==> src/rtl/vga_line_prefetch_if.sv <==
`default_nettype none
// ============================================================================
// Module   : vga_line_prefetch_if
// Purpose  : Pixel pop port and VRAM read port of the VGA line prefetcher.
// Revision : 1.0 - initial release
// ============================================================================
interface vga_line_prefetch_if #(
    parameter int PWIDTH = 8,
    parameter int AWIDTH = 19
);
    logic              pix_rd;
    logic [PWIDTH-1:0] pix_data;
    logic              pix_valid;

    logic              vram_rd;
    logic [AWIDTH-1:0] vram_addr;
    logic              vram_busy;
    logic [PWIDTH-1:0] vram_data;
    logic              vram_vld;

    // master: the prefetcher (pixel source towards VGA, read master towards VRAM)
    modport master (
        input  pix_rd,
        output pix_data,
        output pix_valid,
        output vram_rd,
        output vram_addr,
        input  vram_busy,
        input  vram_data,
        input  vram_vld
    );

    modport slave (
        output pix_rd,
        input  pix_data,
        input  pix_valid,
        input  vram_rd,
        input  vram_addr,
        output vram_busy,
        output vram_data,
        output vram_vld
    );
endinterface
`default_nettype wire

==> src/rtl/vga_line_prefetch.sv <==
`default_nettype none
// ============================================================================
// Module   : vga_line_prefetch
// Purpose  : Prefetches a frame's pixels from VRAM into a small FWFT buffer
//            and hands them to the VGA timing logic, flagging underflow.
// Revision : 1.0 - initial release
// ============================================================================
module vga_line_prefetch #(
    parameter int PWIDTH  = 8,
    parameter int AWIDTH  = 19,
    parameter int HACTIVE = 640,
    parameter int VACTIVE = 480,
    parameter int DEPTH   = 16
) (
    input  logic                     clk_vga,
    input  logic                     rst_vga_n,
    input  logic                     enable,
    input  logic [AWIDTH-1:0]        frame_base,
    input  logic                     frame_start,
    vga_line_prefetch_if.master      bus,
    output logic                     underflow,
    output logic                     err_sticky,
    input  logic                     err_clr,
    output logic [$clog2(DEPTH):0]   level
);

    localparam int c_PTR_W = $clog2(DEPTH);
    localparam int c_LVL_W = c_PTR_W + 1;
    localparam int c_NPIX  = HACTIVE * VACTIVE;
    localparam int c_IDX_W = (c_NPIX > 1) ? $clog2(c_NPIX) : 1;

    localparam logic [c_PTR_W-1:0] c_PTR_ONE  = c_PTR_W'(1);
    localparam logic [c_LVL_W-1:0] c_LVL_ONE  = c_LVL_W'(1);
    localparam logic [c_IDX_W-1:0] c_IDX_ONE  = c_IDX_W'(1);
    localparam logic [c_IDX_W-1:0] c_IDX_LAST = c_IDX_W'(c_NPIX - 1);
    localparam logic [c_LVL_W:0]   c_CREDIT   = (c_LVL_W + 1)'(DEPTH);

    typedef enum logic [1:0] {
        ST_IDLE     = 2'd0,
        ST_PREFETCH = 2'd1,
        ST_RUN      = 2'd2,
        ST_FLUSH    = 2'd3
    } state_t;

    state_t r_state;
    state_t w_state_nxt;

    logic [PWIDTH-1:0]  r_mem [DEPTH];
    logic [c_PTR_W-1:0] r_wr_ptr;
    logic [c_PTR_W-1:0] r_rd_ptr;
    logic [c_LVL_W-1:0] r_level;
    logic [c_LVL_W-1:0] r_outstanding;
    logic [c_IDX_W-1:0] r_fetch_idx;
    logic [c_IDX_W-1:0] r_cons_idx;
    logic [AWIDTH-1:0]  r_base;
    logic               r_err_sticky;

    logic w_fetching;
    logic w_credit;
    logic w_vram_rd;
    logic w_empty;
    logic w_pix_valid;
    logic w_pop;
    logic w_rsp;
    logic w_wr;
    logic w_underflow;
    logic w_restart;

    // ------------------------------------------------------------------------
    // Request / response qualification
    // ------------------------------------------------------------------------
    assign w_fetching  = (r_state == ST_PREFETCH) || (r_state == ST_RUN);
    // Level plus in-flight reads bounds the buffer, so it can never overflow.
    assign w_credit    = ({1'b0, r_level} + {1'b0, r_outstanding}) < c_CREDIT;
    assign w_vram_rd   = w_fetching && !bus.vram_busy && w_credit;
    assign w_empty     = (r_level == '0);
    assign w_pix_valid = (r_state == ST_RUN) && !w_empty;
    assign w_pop       = w_pix_valid && bus.pix_rd;
    assign w_rsp       = bus.vram_vld && (r_outstanding != '0);
    assign w_wr        = w_rsp && w_fetching;

    // ------------------------------------------------------------------------
    // State register
    // ------------------------------------------------------------------------
    always_ff @(posedge clk_vga) begin
        if (!rst_vga_n) begin
            r_state <= ST_IDLE;
        end else begin
            r_state <= w_state_nxt;
        end
    end

    // ------------------------------------------------------------------------
    // Next state, error pulse and restart strobe
    // ------------------------------------------------------------------------
    always_comb begin
        w_state_nxt = r_state;
        w_underflow = 1'b0;
        w_restart   = 1'b0;
        case (r_state)
            ST_IDLE: begin
                if (enable) begin
                    w_state_nxt = ST_PREFETCH;
                    w_restart   = 1'b1;
                end
            end
            ST_PREFETCH: begin
                if (!enable) begin
                    w_state_nxt = ST_FLUSH;
                end else if (frame_start) begin
                    if (!w_empty) begin
                        w_state_nxt = ST_RUN;
                    end else begin
                        w_underflow = 1'b1;
                    end
                end
            end
            ST_RUN: begin
                if (!enable) begin
                    w_state_nxt = ST_FLUSH;
                end else if ((bus.pix_rd && w_empty) ||
                             (frame_start && (r_cons_idx != '0))) begin
                    w_underflow = 1'b1;
                    w_state_nxt = ST_FLUSH;
                end
            end
            ST_FLUSH: begin
                // Leave only once every in-flight read has drained.
                if (r_outstanding == '0) begin
                    w_restart   = 1'b1;
                    w_state_nxt = enable ? ST_PREFETCH : ST_IDLE;
                end
            end
            default: begin
                w_state_nxt = ST_IDLE;
            end
        endcase
    end

    // ------------------------------------------------------------------------
    // Counters, pointers, frame indices and error flag
    // ------------------------------------------------------------------------
    always_ff @(posedge clk_vga) begin
        if (!rst_vga_n) begin
            r_outstanding <= '0;
            r_wr_ptr      <= '0;
            r_rd_ptr      <= '0;
            r_level       <= '0;
            r_fetch_idx   <= '0;
            r_cons_idx    <= '0;
            r_base        <= '0;
            r_err_sticky  <= 1'b0;
        end else begin
            case ({w_vram_rd, w_rsp})
                2'b10:   r_outstanding <= r_outstanding + c_LVL_ONE;
                2'b01:   r_outstanding <= r_outstanding - c_LVL_ONE;
                default: r_outstanding <= r_outstanding;
            endcase

            if (w_restart) begin
                r_wr_ptr    <= '0;
                r_rd_ptr    <= '0;
                r_level     <= '0;
                r_fetch_idx <= '0;
                r_cons_idx  <= '0;
                r_base      <= frame_base;
            end else begin
                if (w_wr) begin
                    r_wr_ptr <= r_wr_ptr + c_PTR_ONE;
                end
                if (w_pop) begin
                    r_rd_ptr   <= r_rd_ptr + c_PTR_ONE;
                    r_cons_idx <= (r_cons_idx == c_IDX_LAST) ? '0 : r_cons_idx + c_IDX_ONE;
                end
                case ({w_wr, w_pop})
                    2'b10:   r_level <= r_level + c_LVL_ONE;
                    2'b01:   r_level <= r_level - c_LVL_ONE;
                    default: r_level <= r_level;
                endcase
                // The first request of the next frame uses a freshly sampled base.
                if (w_vram_rd) begin
                    if (r_fetch_idx == c_IDX_LAST) begin
                        r_fetch_idx <= '0;
                        r_base      <= frame_base;
                    end else begin
                        r_fetch_idx <= r_fetch_idx + c_IDX_ONE;
                    end
                end
            end

            if (w_underflow) begin
                r_err_sticky <= 1'b1;
            end else if (err_clr) begin
                r_err_sticky <= 1'b0;
            end
        end
    end

    // ------------------------------------------------------------------------
    // Pixel storage (data path only, no reset needed)
    // ------------------------------------------------------------------------
    always_ff @(posedge clk_vga) begin
        if (w_wr) begin
            r_mem[r_wr_ptr] <= bus.vram_data;
        end
    end

    // ------------------------------------------------------------------------
    // Outputs
    // ------------------------------------------------------------------------
    assign bus.vram_rd   = w_vram_rd;
    assign bus.vram_addr = r_base + AWIDTH'(r_fetch_idx);
    assign bus.pix_valid = w_pix_valid;
    assign bus.pix_data  = w_pix_valid ? r_mem[r_rd_ptr] : '0;
    assign underflow     = w_underflow;
    assign err_sticky    = r_err_sticky;
    assign level         = r_level;

endmodule
`default_nettype wire

==> src/flat_wrapper.sv <==
// flat-port wrapper written by rule: the top's interface ports become plain ports
module vga_line_prefetch_flat 
#(
    parameter int PWIDTH  = 8,
    parameter int AWIDTH  = 19,
    parameter int HACTIVE = 640,
    parameter int VACTIVE = 480,
    parameter int DEPTH   = 16
)
  (clk_vga, rst_vga_n, enable, frame_base, frame_start, underflow, err_sticky, err_clr, level, bus_pix_rd, bus_pix_data, bus_pix_valid, bus_vram_rd, bus_vram_addr, bus_vram_busy, bus_vram_data, bus_vram_vld);
  vga_line_prefetch_if #(.PWIDTH(PWIDTH), .AWIDTH(AWIDTH)) bus_i ();
  input  logic clk_vga;
  input  logic rst_vga_n;
  input  logic enable;
  input  logic [AWIDTH-1:0] frame_base;
  input  logic frame_start;
  output logic underflow;
  output logic err_sticky;
  input  logic err_clr;
  output logic [$clog2(DEPTH):0] level;
  input wire logic [$bits(bus_i.pix_rd)-1:0] bus_pix_rd;
  output wire logic [$bits(bus_i.pix_data)-1:0] bus_pix_data;
  output wire logic [$bits(bus_i.pix_valid)-1:0] bus_pix_valid;
  output wire logic [$bits(bus_i.vram_rd)-1:0] bus_vram_rd;
  output wire logic [$bits(bus_i.vram_addr)-1:0] bus_vram_addr;
  input wire logic [$bits(bus_i.vram_busy)-1:0] bus_vram_busy;
  input wire logic [$bits(bus_i.vram_data)-1:0] bus_vram_data;
  input wire logic [$bits(bus_i.vram_vld)-1:0] bus_vram_vld;
  assign bus_i.pix_rd = bus_pix_rd;
  assign bus_pix_data = bus_i.pix_data;
  assign bus_pix_valid = bus_i.pix_valid;
  assign bus_vram_rd = bus_i.vram_rd;
  assign bus_vram_addr = bus_i.vram_addr;
  assign bus_i.vram_busy = bus_vram_busy;
  assign bus_i.vram_data = bus_vram_data;
  assign bus_i.vram_vld = bus_vram_vld;
  vga_line_prefetch #(.PWIDTH(PWIDTH), .AWIDTH(AWIDTH), .HACTIVE(HACTIVE), .VACTIVE(VACTIVE), .DEPTH(DEPTH)) u_core (.clk_vga(clk_vga), .rst_vga_n(rst_vga_n), .enable(enable), .frame_base(frame_base), .frame_start(frame_start), .bus(bus_i), .underflow(underflow), .err_sticky(err_sticky), .err_clr(err_clr), .level(level));
endmodule
==> config.mk <==
export PLATFORM = sky130hd
export DESIGN_NAME = vga_line_prefetch_flat
export DESIGN_NICKNAME = d
export VERILOG_FILES = /design/src/rtl/vga_line_prefetch_if.sv /design/src/rtl/vga_line_prefetch.sv /design/src/flat_wrapper.sv
export SDC_FILE = /design/constraint.sdc
export NUM_CORES = 1
export LEC_CHECK = 0
export ABC_AREA = 1
export BUFFER_PORTS_ARGS = -buffer_cell sky130_fd_sc_hd__buf_2
export CORE_ASPECT_RATIO = 0.6
export CORE_UTILIZATION = 60
export CTS_CLUSTER_DIAMETER = 100
export DETAILED_ROUTE_END_ITERATION = 7
export PLACE_DENSITY_LB_ADDON = 0.2
export RECOVER_POWER = 50
export SLEW_MARGIN = 0
export SYNTH_ARGS = -nofsm -noshare
export SYNTH_HDL_FRONTEND = slang
export SYNTH_SLANG_ARGS = --single-unit
==> constraint.sdc <==
create_clock -name clk_vga -period 3.5 [get_ports clk_vga]
set_input_delay 0.35 -clock clk_vga [delete_from_list [all_inputs] [get_ports clk_vga]]
set_output_delay 0.35 -clock clk_vga [all_outputs]
set_load 0.05 [all_outputs]
# Yosys cells after proc, flatten, opt, wreduce, memory -nomap -nowiden
# Memory sizes are Yosys's and may differ from the RTL's. A register that Yosys moved wholly into a read port is not among the register bits.
# Cells that the tools add are included.
[totals]
reg_bits = 78
mem_bits_rw = 128
inputBits = 35
out_inout_bits = 36
wordCells = 93
mem_count = 1
[classes]
n_addsub = 10
magnitude_cmp = 1
eq_ne = 14
muxes = 32
bitwise = 1
reduce_logical = 25
[mem_list]
columns = ["memory", "words", "width", "read_ports", "rd_ports_with_merged_regs", "write_ports", "line_no", "source"]
rows = [
  ["u_core.r_mem", 16, 8, 1, 1, 1, "vga_line_prefetch.sv:48", "logic [PWIDTH-1:0] r_mem [DEPTH];"],
]
[op_table]
columns = ["cell", "n"]
rows = [
  ["two-way mux 19 bit", 5],
  ["adder 19 x 1 -> 19 bit (second input constant)", 2],
  ["== test 19 bit (second input constant)", 2],
  ["case mux 5 bit (2 select lines)", 2],
  ["adder 19 bit", 1],
  ["nonzero test 19 bit", 1],
  ["two-way mux 2 bit", 7],
  ["two-way mux 1 bit", 12],
  ["adder 5 x 1 -> 5 bit (second input constant)", 2],
  ["logical NOT 5 bit", 2],
  ["nonzero test 2 bit", 5],
  ["subtractor 5 x 1 -> 5 bit (second input constant)", 2],
  ["inequality test 3 bit (second input constant)", 3],
  ["adder 4 x 1 -> 4 bit (second input constant)", 2],
  ["== test 2 bit (second input constant)", 4],
  ["logical AND 1 bit", 8],
  ["two-way mux 4 bit", 2],
  ["two-way mux 8 bit", 1],
  ["case mux 2 bit (4 select lines)", 1],
  ["adder 5 x 5 -> 6 bit", 1],
  ["== test 2 x 1 -> 1 bit (second input constant)", 3],
  ["< comparator 6 x 5 -> 1 bit (second input constant)", 1],
  ["AND reduction 5 bit", 1],
  ["nonzero test 5 bit", 1],
  ["9 further kinds", 12],
]

# Depth between registers and ports, before layout
# Gate-level depths: netlist of the first run.
[logic_depth]
word_depth = 7
depth_mapped = 21

# Worst setup path before layout of the first run
# OpenSTA, ideal clock, no wires.
[synth_path]
path_type = "reg-to-reg"
from = "register u_core.r_level[1], in the netlist u_core.level[1]"
to = "register u_core.r_outstanding[4]"
setup_ps = 134
t_arrival_ps = 2850
setup_slack_ps = 516
stages_incl_launch_ff = 22
path_buffers = 2
synth_period_minus_slack_ps = 2984
cell_sequence = "dfxtp_1 > ha_1 > nand3_1 > nand2_1 > nand2_1 > nand2_1 > nand2_1 > nand2_1 > buf_1 > ha_1 > clkbuf_1 > nand2_1 > inv_1 > nor2_1 > ha_1 > a21o_1 > nand3_1 > nand2_1 > nand2_1 > nand2_1 > nand2_1 > a21oi_1"
[synth_via]
elab_chain_cells = 5
elab_cells_between_ends = 7
[synth_rtl]
columns = ["item", "line_no", "source"]
rows = [
  ["start, declared", "vga_line_prefetch.sv:51", "logic [c_LVL_W-1:0] r_level;"],
  ["start signal, assigned", "vga_line_prefetch.sv:176", "2'b10: r_level <= r_level + c_LVL_ONE;"],
  ["start signal, assigned", "vga_line_prefetch.sv:177", "2'b01: r_level <= r_level - c_LVL_ONE;"],
  ["start signal, assigned", "vga_line_prefetch.sv:178", "default: r_level <= r_level;"],
  ["adder 5 x 5 -> 6 bit *", "vga_line_prefetch.sv:74", "assign w_credit = ({1'b0, r_level} + {1'b0, r_outstanding}) < c_CREDIT;"],
  ["< comparator 6 x 5 -> 1 bit *", "vga_line_prefetch.sv:74", ""],
  ["logical AND 1 bit *", "vga_line_prefetch.sv:75", "assign w_vram_rd = w_fetching && !bus.vram_busy && w_credit;"],
  ["== test 2 x 1 -> 1 bit or == test 2 bit (tied branches)", "vga_line_prefetch.sv:154", "case ({w_vram_rd, w_rsp})"],
  ["case mux 5 bit (2 select lines) or nonzero test 2 bit (tied branches)", "n/a", ""],
  ["end signal, assigned", "vga_line_prefetch.sv:155", "2'b10: r_outstanding <= r_outstanding + c_LVL_ONE;"],
  ["end signal, assigned", "vga_line_prefetch.sv:156", "2'b01: r_outstanding <= r_outstanding - c_LVL_ONE;"],
  ["end signal, assigned", "vga_line_prefetch.sv:157", "default: r_outstanding <= r_outstanding;"],
  ["end, declared", "vga_line_prefetch.sv:52", "logic [c_LVL_W-1:0] r_outstanding;"],
]
# Mark *: on every way between the ends. The rest lies on a longest branch, timed or not.
# A chain may end at the register's enable or synchronous reset.

# Worst setup path in the final report of the first run
[layout_path]
from = "register u_core.r_fetch_idx[0]"
to = "output bus_vram_addr[16]"
[layout_via]
elab_chain_cells = 1
[layout_rtl]
columns = ["item", "line_no", "source"]
rows = [
  ["start, declared", "vga_line_prefetch.sv:53", "logic [c_IDX_W-1:0] r_fetch_idx;"],
  ["start signal, assigned", "vga_line_prefetch.sv:186", "r_fetch_idx <= r_fetch_idx + c_IDX_ONE;"],
  ["adder 19 bit", "vga_line_prefetch.sv:212", "assign bus.vram_addr = r_base + AWIDTH'(r_fetch_idx);"],
  ["end, declared", "flat_wrapper.sv:25", "output wire logic [$bits(bus_i.vram_addr)-1:0] bus_vram_addr;"],
]
# Every way passes these cells.

==> results of run 1 <==
==> critical path: cells and delay by family (launching register included) <==
kind                     cells  cell delay [ns]
AND/OR/NAND/NOR              8             0.65
adder cells (fa/ha/maj)      2             0.61
flip-flops                   1             0.41
buffers and inverters        2             0.32
AO/OA/AOI/OAI                1             0.29
==> through the flow <==
stage	utilization [%]	hold slack (ns)	power, uW	std cells	instance area (sq um)
final	68.8	0.0959	6780	1585	11900
after global routing	68.8	0.101	7110	1585	11900
after CTS	69.0	0.0862	6800	1585	12000
after detailed placement	65.4	0.460	4710	1549	11300
after global placement	65.4	0.448	4670	1549	11300
after floorplan	-	0.444	4310	1274	10800
==> kinds of logic after synthesis <==
kind of cell | after synthesis
simple gates | 595
compound gates | 237
flops | 210
buf+inv | 150
fa+ha+maj | 44
xor+xnor | 37
mux | 1
==> flip-flops by register name, summed over array words and instances, names as in the netlist, named ones only <==
register and count:
u_core.r_base 19, u_core.r_rd_ptr 4, u_core.level 5, u_core.r_wr_ptr 4
u_core.r_outstanding 5, u_core.r_fetch_idx 19, u_core.r_cons_idx 19, u_core.err_sticky 1
u_core.r_mem 128, u_core.r_state 2
==> area by class of cell <==
| class | count | area (sq um) | area share (%) |
|---|---|---|---|
| inverter | 107 | 402 | 3.36 |
| clock buffer | 24 | 526 | 4.40 |
| sequential | 210 | 5490 | 46.0 |
| clock inverter | 12 | 104 | 0.870 |
| timing repair buffer | 84 | 455 | 3.82 |
| multi-input combinational | 914 | 4670 | 39.1 |
| tap | 234 | 293 | 2.45 |
==> layout by cell type, fill, tap and decap left out, types with 2 or more instances in the layout <==
cell	synthesis	layout
nor2_1	189	189
xnor2_1	9	9
buf_4	1	6
o21ai_0	95	95
a211oi_1	3	3
buf_12	3	3
nand4_1	18	18
nor2_4	3	3
clkinvlp_4	0	3
inv_1	101	101
nand3_1	90	90
ha_1	42	42
clkinvlp_2	0	2
dfxtp_2	0	2
nor3_1	10	10
clkinv_1	2	5
buf_2	15	55
nand2_1	264	265
xor2_1	28	28
o21ai_1	9	9
a21o_1	9	9
clkbuf_16	0	20
nand3b_1	2	2
clkbuf_1	21	23
o221ai_1	7	7
or2_2	6	6
nand2_2	5	4
fa_1	2	2
and2_1	3	3
dfxtp_1	82	80
o21a_1	2	2
a21oi_1	98	98
o22ai_1	11	11
edfxtp_1	128	128
inv_2	4	4
==> repair_timing <==
item                                    4_1_cts  5_1_grt
endpoints found under the hold margin         0        0
endpoints found under the setup margin        0        2
hold buffers                                  0        0
gates resized for setup                       0        1
==> worst paths after layout <==
kind	endpoint	slack, ns	depth (start not counted)
worst min register to register	u_core.r_base[15]	0.47	2
worst min-delay path	u_core.err_sticky	0.1	4
worst max-delay path	bus_vram_addr[16]	0.38	13
worst max register to register	flop	0.47	8
==> power by group <==
group	switching [uW]	internal (uW)
clock network	946	1160
logic	1300	492
registers	127	2760
total	2380	4400
==> metal layers <==
layer  part of all wire [%]  up-vias  track usage (%)
met5                      0        -                0
met4                    1.2        0             4.29
met3                     11       31             5.65
met2                     40      452             41.1
met1                     47     4279             46.2
li1                       -     4424                -
==> results_dict.tcl, run 1 <==
set metrics [dict create \
    core_area_sq_um 17400 \
    area_growth_syn_to_layout_pct 10.6 \
    setup_viol 0 \
    row_count 37 \
    first_iter_violations 1220 \
    worstMarginPinSlew_ns 1.02 \
    synth_compound_area_share_pct 11.8 \
    fin_crit_sh_pct 89.1 \
    cts_root_buf "clkbuf_16" \
    netlist_top_cells_count "nand2_1, nor2_1, edfxtp_1, inv_1, a21oi_1" \
    max_freq_ghz 0.321 \
    netlist_instances 1274 \
    slew_headroom_pct 32.1 \
    post-synth-top-count-cell "nand2_1" \
    max-cap-violations 0 \
    port_buffers 70 \
    synth_top_area_share_pct 35.6 \
    synth_nets 1353 \
    synth_xor_xnor_area_share_pct 3.00 \
    startpoint "u_core.r_fetch_idx[0]" \
    fin_ws_ns 0.381 \
    ys_types 41 \
    track_usage_pct 29.0 \
    path_class "reg2out" \
    routed_via_density 5.80 \
    synthesis.area_sq_um 10800 \
    h-tree-depth 1 \
    diodes 0 \
    antenna_found_initial 0 \
    clock_latency_ns 0.51 \
    dr.pass1.iters 6 \
    crit_top_cell "nand2_1" \
    rsz0062_at_grt "no" \
    grt_pass1_vias 8304 \
    synth-simple-area-share_pct 23.2 \
    vias 9186 \
    synth_area_leaders "edfxtp_1, dfxtp_1, nand2_1" \
    boundaryPins 71 \
    synth_seq_cells 210 \
    nNetsFinal 1416 \
    cp_data_required_time_ns 3.15 \
    critPathSlowestCell "fa_1" \
    cts_max_path_buffers 3 \
    synth.area.mux_share_pct 0.0927 \
    synth_top_family_by_area "simple AND/OR/NAND/NOR gates" \
    crit_fanout 9 \
    cts_buffers 20 \
    ant_nets 0 \
    synthFlopType "edfxtp_1" \
    finClkSkew_ns 0.0246 \
    clkSinkCount 210 \
    gr-total-overflow 0 \
    grt_pass1_wl_microns 42500 \
    grt_max_degree 66 \
    async_flop_share_pct 0 \
    clk_pin_slew_ns 0.07 \
    peakVddDrop_mv 0.397 \
    setup_tns_ns 0 \
    min_from "err_clr" \
    finalHoldViolCount 0 \
    n_fill_cell 1414 \
    synthAdderAreaFrac_pct 5.24 \
    yosysTopAreaCell "edfxtp_1" \
    crit_arrival_ns 2.77 \
    synth_area_per_cell_sq_um 8.47 \
    cellPowerDensity_nw_per_um2 568 \
    regToRegStartpoint "u_core.level[1]" \
    dpl.hpwl_microns 18300 \
    min_path_type "in2reg" \
    avgRoutedWirePerCell_microns 16.6 \
    period_needed_ns 3.12 \
    leakage_uw 0.00479 \
    die-height_microns 106 \
    die_w_microns 175 \
    drcViolationCount 0 \
    endpoint_kind "output port" \
    start_util_pct 62.2 \
    cts_tree "done" \
    slew_viol_final 0 \
    place_congestion 0.942 \
    slowest_delay_ns 0.42 \
    cts_setup_buffers 0 \
    outcome "finished, final reports clean" \
    crit_path_cell_trace "ha_1 > inv_1 > fa_1 > o21ai_0 > nand2_1 > nand2_1 > nand2_1 > nand2_1 > nand2_1 > nand2_1 > nand2_1 > nand2_1 > buf_2" \
    dp_slack_ns 0.789 \
    final_layout_size_suffix_gt1_share_pct 8.66 \
    synth_edf_count 128 \
    yosys_warnings 0 \
    routed_wl_microns 26300 \
    cp-start-kind "flop" \
    die_area_sq_um 18500 \
    yosysSeqAreaShare_pct 50.8 \
]
Power figures use the tool's default switching activity.
==> inputs of run 2 (changes only) <==
--- a/config.mk
+++ b/config.mk
@@ -7,13 +7,13 @@
 export LEC_CHECK = 0
 export ABC_AREA = 1
 export BUFFER_PORTS_ARGS = -buffer_cell sky130_fd_sc_hd__buf_2
-export CORE_ASPECT_RATIO = 0.6
 export CORE_UTILIZATION = 60
 export CTS_CLUSTER_DIAMETER = 100
 export DETAILED_ROUTE_END_ITERATION = 7
+export GPL_TIMING_DRIVEN = 1
 export PLACE_DENSITY_LB_ADDON = 0.2
 export RECOVER_POWER = 50
-export SLEW_MARGIN = 0
+export SLEW_MARGIN = 25
 export SYNTH_ARGS = -nofsm -noshare
 export SYNTH_HDL_FRONTEND = slang
 export SYNTH_SLANG_ARGS = --single-unit
==> run 2 against run 1 <==
Against the previous run: first-iteration DRC count shrank 37%; critical path depth is the same; sequential cell count is the same; core utilization is essentially flat; global-route usage shrank 2.2 points; sequential power is essentially flat.
==> results_dict.tcl, run 2 (same netlist as run 1, synthesis figures left out) <==
set metrics [dict create \
    final_cells 1571 \
    crit_fanout 9 \
    final_layout_size_suffix_gt1_share_pct 8.62 \
    clkSinkCount 210 \
    die_area_sq_um 18500 \
    cts_root_buf "clkbuf_16" \
    die-height_microns 136 \
    slew_viol_final 0 \
    slowest_delay_ns 0.49 \
    die_w_microns 136 \
    avgRoutedWirePerCell_microns 15.5 \
    crit_path_cell_trace "ha_1 > inv_1 > fa_1 > o21ai_0 > nand2_1 > nand2_1 > nand2_1 > nand2_1 > nand2_1 > nand2_1 > nand2_1 > nand2_1 > buf_2" \
    cts_setup_buffers 0 \
    cts_buffers 21 \
    routed_via_density 5.57 \
    grt_pass1_wl_microns 39100 \
    rsz0062_at_grt "no" \
    core_area_sq_um 17400 \
    gr-total-overflow 0 \
    p_int_uw 4700 \
    max_freq_ghz 0.308 \
    fin_crit_sh_pct 92.7 \
    final_cell_mix "nand2_1, nor2_1, edfxtp_1" \
    seqPwrFrac_pct 41.0 \
    ctsResizeCount 0 \
    use_met1_pct 36.0 \
    row_count 48 \
    nNetsFinal 1411 \
    swShare_pct 33.0 \
    n_fill_cell 1425 \
    endpoint_kind "output port" \
    cp_data_required_time_ns 3.15 \
    min_path_type "in2reg" \
    track_usage_pct 26.8 \
    ant_nets 0 \
    outcome "finished, final reports clean" \
    grt-busiest-layer "met2" \
    leakage_uw 0.00482 \
    ctsHoldBuffers 0 \
    area_growth_syn_to_layout_pct 11.0 \
    clk_pin_slew_ns 0.06 \
    drcViolationCount 0 \
    peakVddDrop_mv 0.489 \
    h-tree-depth 1 \
    routed_wl_microns 24300 \
    hold_slack_ns 0.102 \
    max-cap-violations 0 \
    port_buffers 70 \
    p_sw_uw 2320 \
    dpl.hpwl_microns 16200 \
    crit_top_cell "nand2_1" \
    start_util_pct 62.0 \
    clock_latency_ns 0.50 \
    largest_reg_flops 128 \
    placedCellCount 1534 \
    setup_tns_ns 0 \
    cts_max_path_buffers 3 \
    crit_arrival_ns 2.89 \
    worstMarginPinSlew_ns 0.922 \
    period_needed_ns 3.24 \
    first_iter_violations 771 \
    boundaryPins 71 \
    finalHoldViolCount 0 \
    comb_power_share_pct 24.6 \
    slew_headroom_pct 38.5 \
    antenna_found_initial 0 \
    finClkSkew_ns 0.0146 \
    use_met2_pct 46.1 \
    path_class "reg2out" \
    grt_max_degree 72 \
    cellPowerDensity_nw_per_um2 586 \
    critPathSlowestCell "dfxtp_1" \
    setup_viol 0 \
    cp-start-kind "flop" \
    diodes 0 \
    clkPwrFrac_pct 34.4 \
    dr.pass1.iters 6 \
    vias 8756 \
    final_common_cell "nand2_1" \
    grt_use_met3_pct 3.06 \
    cts_tree "done" \
    place_congestion 0.927 \
    regMostFlops "u_core.r_mem" \
    grt_pass1_vias 7898 \
]
-- run 2: final timing paths --
| kind | from | end | slack, ns | cells after the start |
|---|---|---|---|---|
| max | u_core.r_fetch_idx[0] | bus_vram_addr[16] | 0.26 | 13 |
| min | err_clr | u_core.err_sticky | 0.10 | 4 |
| max reg2reg | u_core.level[1] | flop | 0.58 | 8 |
| min reg2reg | u_core.err_sticky | u_core.err_sticky | 0.46 | 2 |
-- run 2: metal layers --
metal	vias up	wire length [microns]
li1	4405	-
met1	4021	10500
met2	289	11800
met3	41	1480
met4	0	402
met5	-	0
-- run 2: layout make-up --
| class | count | area [sq um] | area share (%) |
|---|---|---|---|
| multi-input combinational | 914 | 4670 | 39.0 |
| clock inverter | 11 | 170 | 1.42 |
| timing repair buffer | 78 | 395 | 3.30 |
| sequential | 210 | 5490 | 45.8 |
| tap | 225 | 282 | 2.35 |
| inverter | 107 | 402 | 3.35 |
| clock buffer | 26 | 574 | 4.79 |
-- run 2: power groups by stage --
| stage | Clock, uW | Combinational [uW] | Sequential, uW |
|---|---|---|---|
| floorplan | 0 | 1360 | 2950 |
| global placement | 0 | 1710 | 2920 |
| detailed placement | 0 | 1740 | 2930 |
| CTS | 2440 | 1740 | 2880 |
| global route | 2550 | 1920 | 2890 |
| finish | 2420 | 1730 | 2880 |
-- run 2: per-stage QoR --
| stage | total power (uW) | setup slack, ns | util (%) | cell area (sq um) |
|---|---|---|---|---|
| after floorplan | 4310 | 0.516 | - | 10800 |
| after global placement | 4630 | 0.851 | 64.7 | 11300 |
| after detailed placement | 4660 | 0.786 | 64.7 | 11300 |
| after CTS | 7060 | 0.263 | 69.0 | 12000 |
| after global routing | 7370 | 0.0121 | 68.8 | 12000 |
| final | 7020 | 0.255 | 68.8 | 12000 |
-- run 2: critical path, delay by kind of cell (launching register included) --
kind	cells	cell delay, ns
buffers and inverters	2	0.32
DFF	1	0.49
and+or+nand+nor	8	0.67
AOI/OAI and AO/OA	1	0.29
adders and majority gates	2	0.65
